===== config.mk =====
export PLATFORM = sky130hd
export DESIGN_NAME = exp_scale_stage
export DESIGN_NICKNAME = d
export VERILOG_FILES = /design/src/rtl/exp_scale_stage_pkg.sv /design/src/rtl/exp_scale_shift_step.sv /design/src/rtl/exp_scale_stage.sv
export SDC_FILE = /design/constraint.sdc
export NUM_CORES = 1
export LEC_CHECK = 0
export ABC_AREA = 1
export CAP_MARGIN = 40
export CORE_MARGIN = 4
export CORE_UTILIZATION = 26
export DETAILED_ROUTE_END_ITERATION = 6
export GPL_ROUTABILITY_DRIVEN = 0
export SYNTH_ARGS = -nofsm -noshare
export SYNTH_HDL_FRONTEND = slang
export SYNTH_SLANG_ARGS = --single-unit

===== constraint.sdc =====
create_clock -name CLK -period 7.05 [get_ports CLK]
set_input_delay 1.7625 -clock CLK [delete_from_list [all_inputs] [get_ports CLK]]
set_output_delay 1.7625 -clock CLK [all_outputs]
set_load 0.01 [all_outputs]

===== src/rtl/exp_scale_stage_pkg.sv =====
// Shared constants and state encoding for the exponential scale stage.
// Default widths describe a Q2.30 Taylor mantissa scaled into a Q16.16 result.
package exp_pkg;

    localparam int DEF_IN_W     = 32;
    localparam int DEF_IN_FRAC  = 30;
    localparam int DEF_K_W      = 8;
    localparam int DEF_OUT_W    = 32;
    localparam int DEF_OUT_FRAC = 16;
    localparam int DEF_SH_BITS  = 6;

    typedef enum logic [1:0] {
        IDLE  = 2'd0,
        SHIFT = 2'd1,
        DONE  = 2'd2
    } state_t;

    // 1.0 in the input Q2.30 format
    localparam logic [DEF_IN_W-1:0] ONE_IN = 32'h4000_0000;

endpackage


===== src/rtl/exp_scale_shift_step.sv =====
// One log-step of the iterative shifter: shifts the work register by 2^stage
// when amt_bit is set, and reports 1 bits pushed out of the top on left shifts.
module exp_scale_shift_step
    import exp_pkg::*;
#(
    parameter int W     = DEF_IN_W + DEF_OUT_W,
    parameter int N_STG = DEF_SH_BITS,
    parameter int STG_W = $clog2(DEF_SH_BITS)
) (
    input  logic [W-1:0]     work_in,
    input  logic             dir_left,
    input  logic             amt_bit,
    input  logic [STG_W-1:0] stage,
    output logic [W-1:0]     work_out,
    output logic             ovf_bit
);

    localparam logic [W-1:0] ONES = '1;

    logic [W-1:0] sh_l;
    logic [W-1:0] sh_r;
    logic [W-1:0] lost;

    always_comb begin
        sh_l = work_in;
        sh_r = work_in;
        lost = '0;
        for (int i = 0; i < N_STG; i++) begin
            if (stage == STG_W'(i)) begin
                sh_l = work_in << (1 << i);
                sh_r = work_in >> (1 << i);
                // bits that a left shift of this size pushes past the MSB
                lost = work_in & ~(ONES >> (1 << i));
            end
        end

        work_out = work_in;
        ovf_bit  = 1'b0;
        if (amt_bit) begin
            work_out = dir_left ? sh_l : sh_r;
            ovf_bit  = dir_left & (|lost);
        end
    end

endmodule


===== src/rtl/exp_scale_stage.sv =====
// Scales e^r by 2^k into the output fixed-point format using one log-step
// shift per cycle, giving a fixed latency with saturation/underflow flags.
module exp_scale_stage
    import exp_pkg::*;
#(
    parameter int IN_W     = DEF_IN_W,
    parameter int IN_FRAC  = DEF_IN_FRAC,
    parameter int K_W      = DEF_K_W,
    parameter int OUT_W    = DEF_OUT_W,
    parameter int OUT_FRAC = DEF_OUT_FRAC,
    parameter int SH_BITS  = DEF_SH_BITS
) (
    input  logic             CLK,
    input  logic             rst,
    input  logic             in_valid,
    output logic             in_ready,
    input  logic [IN_W-1:0]  in_mant,
    input  logic [K_W-1:0]   in_k,
    output logic             out_valid,
    input  logic             out_ready,
    output logic [OUT_W-1:0] out_data,
    output logic             out_ovf,
    output logic             out_unf
);

    localparam int SW = K_W + 2;
    localparam int WW = IN_W + OUT_W;
    localparam int CW = $clog2(SH_BITS);

    // Handshake: a transfer happens on a rising CLK edge where valid and ready
    // are both high; valid never drops before that edge, and data stays stable.

    state_t             state_q, state_d;
    logic [WW-1:0]      work_q, work_d;
    logic [CW-1:0]      cnt_q, cnt_d;
    logic [SH_BITS-1:0] mag_q, mag_d;
    logic               dir_q, dir_d;
    logic               ovf_q, ovf_d;
    logic               zf_q, zf_d;
    logic               nz_q, nz_d;
    logic               in_ready_q, in_ready_d;
    logic               out_valid_q, out_valid_d;
    logic [OUT_W-1:0]   out_data_q, out_data_d;
    logic               out_ovf_q, out_ovf_d;
    logic               out_unf_q, out_unf_d;

    logic [SW-1:0]      s_w;
    logic [SW-1:0]      s_mag;
    logic               s_big;
    logic [WW-1:0]      step_work;
    logic               step_ovf;
    logic               ovf_fin;
    logic [OUT_W-1:0]   res_fin;

    // Effective shift s = k + OUT_FRAC - IN_FRAC, taken as sign and magnitude
    always_comb begin
        s_w   = {{(SW-K_W){in_k[K_W-1]}}, in_k} + SW'(OUT_FRAC) - SW'(IN_FRAC);
        s_mag = s_w[SW-1] ? (~s_w + SW'(1)) : s_w;
        s_big = |s_mag[SW-1:SH_BITS];
    end

    exp_scale_shift_step #(
        .W     (WW),
        .N_STG (SH_BITS),
        .STG_W (CW)
    ) u_step (
        .work_in  (work_q),
        .dir_left (dir_q),
        .amt_bit  (mag_q[cnt_q]),
        .stage    (cnt_q),
        .work_out (step_work),
        .ovf_bit  (step_ovf)
    );

    // The integer result sits in the upper OUT_W bits of the work register;
    // the lower bits keep fraction bits from right shifts and are truncated.
    assign res_fin = step_work[WW-1 -: OUT_W];
    assign ovf_fin = ovf_q | step_ovf;

    always_comb begin
        state_d     = state_q;
        work_d      = work_q;
        cnt_d       = cnt_q;
        mag_d       = mag_q;
        dir_d       = dir_q;
        ovf_d       = ovf_q;
        zf_d        = zf_q;
        nz_d        = nz_q;
        in_ready_d  = in_ready_q;
        out_valid_d = out_valid_q;
        out_data_d  = out_data_q;
        out_ovf_d   = out_ovf_q;
        out_unf_d   = out_unf_q;

        case (state_q)
            IDLE: begin
                if (in_valid) begin
                    work_d     = {in_mant, {OUT_W{1'b0}}};
                    dir_d      = ~s_w[SW-1];
                    mag_d      = s_mag[SH_BITS-1:0];
                    nz_d       = |in_mant;
                    // shifts beyond the shifter's reach are settled up front;
                    // a zero mantissa stays an exact zero whatever k is
                    ovf_d      = s_big & ~s_w[SW-1] & (|in_mant);
                    zf_d       = s_big & s_w[SW-1];
                    cnt_d      = '0;
                    in_ready_d = 1'b0;
                    state_d    = SHIFT;
                end
            end

            SHIFT: begin
                work_d = step_work;
                ovf_d  = ovf_fin;
                cnt_d  = cnt_q + CW'(1);
                if (cnt_q == CW'(SH_BITS - 1)) begin
                    cnt_d       = '0;
                    state_d     = DONE;
                    out_valid_d = 1'b1;
                    out_ovf_d   = ovf_fin;
                    if (ovf_fin) begin
                        out_data_d = '1;
                        out_unf_d  = 1'b0;
                    end else if (zf_q) begin
                        out_data_d = '0;
                        out_unf_d  = nz_q;
                    end else begin
                        out_data_d = res_fin;
                        out_unf_d  = nz_q & (res_fin == '0);
                    end
                end
            end

            DONE: begin
                if (out_ready) begin
                    out_valid_d = 1'b0;
                    in_ready_d  = 1'b1;
                    state_d     = IDLE;
                end
            end

            default: begin
                state_d     = IDLE;
                in_ready_d  = 1'b1;
                out_valid_d = 1'b0;
            end
        endcase
    end

    always_ff @(posedge CLK or posedge rst) begin
        if (rst) begin
            state_q     <= IDLE;
            work_q      <= '0;
            cnt_q       <= '0;
            mag_q       <= '0;
            dir_q       <= 1'b0;
            ovf_q       <= 1'b0;
            zf_q        <= 1'b0;
            nz_q        <= 1'b0;
            in_ready_q  <= 1'b1;
            out_valid_q <= 1'b0;
            out_data_q  <= '0;
            out_ovf_q   <= 1'b0;
            out_unf_q   <= 1'b0;
        end else begin
            state_q     <= state_d;
            work_q      <= work_d;
            cnt_q       <= cnt_d;
            mag_q       <= mag_d;
            dir_q       <= dir_d;
            ovf_q       <= ovf_d;
            zf_q        <= zf_d;
            nz_q        <= nz_d;
            in_ready_q  <= in_ready_d;
            out_valid_q <= out_valid_d;
            out_data_q  <= out_data_d;
            out_ovf_q   <= out_ovf_d;
            out_unf_q   <= out_unf_d;
        end
    end

    assign in_ready  = in_ready_q;
    assign out_valid = out_valid_q;
    assign out_data  = out_data_q;
    assign out_ovf   = out_ovf_q;
    assign out_unf   = out_unf_q;

endmodule


==> summary.md <==
| Metric | Value |
|---|---|
| Synth Register Bits | between 100 and 150 |
| Fin. Hold Viols | 0 |
| Failing checks | DRC |
| Max Clock Skew | between 10 and 15 ps |
| Origin of the critical flop-to-flop path | cnt_q[0] |
| Cells on worst reg2reg path | 17 |
| Vias | approximately 15000 |
| Share of cells above drive strength 1 | 0.0514 |
| Initial antenna violation count | 0 |
| Vias in the first global route | 13500 |
| CP Max Fanout | 40 |
| Yosys cell types | 53 |
| Post-synth top area cell | dfrtp_1 |
| End of the critical path | out_unf |
| Seq/Total Area, Yosys | 0.250 |
| Slowest CP cell | inv_2 |
| Crit path from | cnt_q[0] |
| Clk sink count | between 100 and 150 |
| DR iter-0 viols | about 2700 |
| CP Class | flip-flop to flip-flop |
| Top_reg_cell synth | dfrtp_1 |
| CTS tree | built |
| Antenna-violating nets left | 0 |
| Top cells by area, synth | dfrtp_1 25%, nand2_1 20%, o21ai_0 9.1% |
| Post-Syn Nets | between 2000 and 2500 |
| H-tree Lvls | 4 |
| Critical Path End Type | flip-flop |
| Mean post-synth cell area | roughly 6 um2 |
| First-pass GRT wire length | between 80 and 90 mm |
| Max Slew Vio Count | 0 |
| Layout area overhead | 15.1% |
| CTS max path bufs | 2 |
| Root Driver | clkbuf_16 |
| Yosys warns | 0 |
| Final critical-path share of the clock period | 0.675 |
| Most frequent cells after synthesis | 614 x nand2_1, 209 x o21ai_0, 181 x a21oi_1 |
| Req. time, crit path | about 7400 ps |
| Buffers added on ports | 79 |
| Slew @ Worst Pin | ~920 ps |
| Drt wl/cell | 21.4 um |
| Fraction of synthesized cell area taken by the top area cell type | 0.248 |
| Hold Buf Count CTS | 0 |
| HP Start | in_ready |
| Slowest stage delay, CP | roughly 840 ps |
| EDFF count, synth | 0 |
| Via density | between 5 and 6 |
| Register-to-register setup slack | 2290 ps |
| DRC | 14 |
| Critical Path AT | approximately 5100 ps |
| GRT Resource Usage Total | 0.221 |
| Largest net degree at the start of global routing | 83 |
| First drt pass iteration count | 7 |
| Crit-path cells | nor2_4 -> nand2_2 -> inv_2 -> nor2_2 -> nand2_1 -> nor2_1 -> nand2_1 -> nand2_1 -> nand2_1 -> nand2_1 -> nor2_1 -> nand3_1 -> nor2_1 -> nand2_1 -> nand2_1 -> nand2_1 -> nand2_1 |
| Status | complete, but fails checks |
| Reg2reg end | out_unf |
| Max cap viols | 0 |
| Post-cts gate resize count | 0 |
| Most numerous cell in the Yosys netlist | nand2_1 |
| Unrepaired setup endpoints after global routing | false |
| Filler cells | 4856 |
| Final min period | ~4800 ps |
| Die H | 218 um |
| Postcts setup bufs | 0 |
| Final setup viols | 0 |
| Final WL | 54.5 mm |
| # rows | between 70 and 80 |
| Synthesized area | around 12000 um2 |
| Starting Density | 0.265 |
| Setup tns final | 0 ps |
| Number of CTS-inserted buffers | 17 |
| Width of the chip | roughly 220 um |
| Die ar. | 47700 um2 |
| Crit start category | flip-flop |
| GRT overflow | 0 |
| Crit path top cell by count | nand2_1 |
| Ys async rst share | 1.00 |
| Max_slew headroom | 0.387 |
| Clk slew on worst S/H paths | about 60 ps |
| Final net count | 2000 |
| N_diodes | 0 |
| Hold/Removal Path Class | flip-flop to flip-flop |
| Core Region | around 43000 um2 |
| Peak Freq | 210 MHz |
| Detailed Place HPWL | 38.4 mm |
| Clock latency on the worst-skew pair | approximately 450 ps |
| Gate Count Post-Synth | 1973 |
| I/O pin count | 80 |
==> state kept, by name, summed over array words and instances (netlist names) <==
name and flops:
work_q 64, out_data 32, mag_q 6, cnt_q 3, state_q 2, dir_q 1, in_ready 1, nz_q 1
out_ovf 1, out_unf 1, out_valid 1, ovf_q 1, zf_q 1
==> placed cells by master, fill, tap and decap left out, drive strengths merged, types with 3 or more instances in the layout <==
master / n
a21boi: 4
a21oi: 181
a221oi: 7
a22oi: 5
a31oi: 14
buf: 28
bufinv: 3
clkbuf: 19
clkdlybuf4s50: 79
clkinv: 7
clkinvlp: 3
dfrtp: 114
ha: 4
inv: 191
nand2: 623
nand3: 149
nand4: 12
nor2: 171
nor3: 10
nor4: 6
o2111ai: 4
o211ai: 14
o21a: 4
o21ai: 222
o221ai: 36
o22ai: 32
xnor2: 4
==> kinds of logic (layout without fill, tap and decap cells) <==
kind of cell,Yosys count,count (layout),synth area share
AOI/OAI and AO/OA,534,534,0.264
xor gates and xnor gates,6,6,0.00456
adders and majority gates,4,4,0.00435
buffers and inverters,338,330,0.127
DFF,115,115,0.250
and+or+nand+nor,976,976,0.350
==> layer usage <==
layer | vias to the layer above | part of all wire | track usage
met1 | 6586 | 0.39 | 0.309
met2 | 1250 | 0.40 | 0.308
met3 | 279 | 0.15 | 0.0654
li1 | 6521 | - | -
met5 | - | 0 | 0
met4 | 0 | 0.062 | 0.109
==> through the flow <==
step | cells | utilization | setup slack, ps | area (um2) | hold slack (ps)
2_1_floorplan | 1973 | - | 2250 | 11500 | 449
3_3_place_gp | 2511 | 0.287 | 2420 | 12500 | 474
3_5_place_dp | 2517 | 0.290 | 2430 | 12600 | 467
4_1_cts | 2549 | 0.305 | 2420 | 13200 | 484
5_1_grt | 2550 | 0.305 | 2200 | 13300 | 511
6_report | 2550 | 0.305 | 2290 | 13300 | 484
==> final cells by class <==
| cell class | instances | area, um2 | area share |
|---|---|---|---|
| Sequential cell | 115 | 2880 | 0.217 |
| Multi-Input combinational cell | 1520 | 7190 | 0.542 |
| Tap cell | 585 | 732 | 0.0552 |
| Inverter | 191 | 729 | 0.0550 |
| Clock buffer | 19 | 453 | 0.0342 |
| Clock inverter | 13 | 170 | 0.0128 |
| Timing Repair Buffer | 107 | 1100 | 0.0833 |
==> worst min-delay path by stage <==
stage	to	slack, ps	depth (start not counted)
after global routing	in_ready	510	2
after detailed placement	in_ready	470	2
after floorplan	mag_q[2]	450	2
after global placement	in_ready	470	2
after CTS	in_ready	480	2
final	in_ready	480	2
==> critical path, delay by kind of cell, from the launching register on <==
| family | cells | cell delay, ps |
|---|---|---|
| buf+inv | 1 | 840 |
| flops | 1 | 580 |
| simple gates | 16 | 3240 |
Power is not shown: default switching activity piles up to over one toggle a cycle in this logic, so the estimate is an artifact.
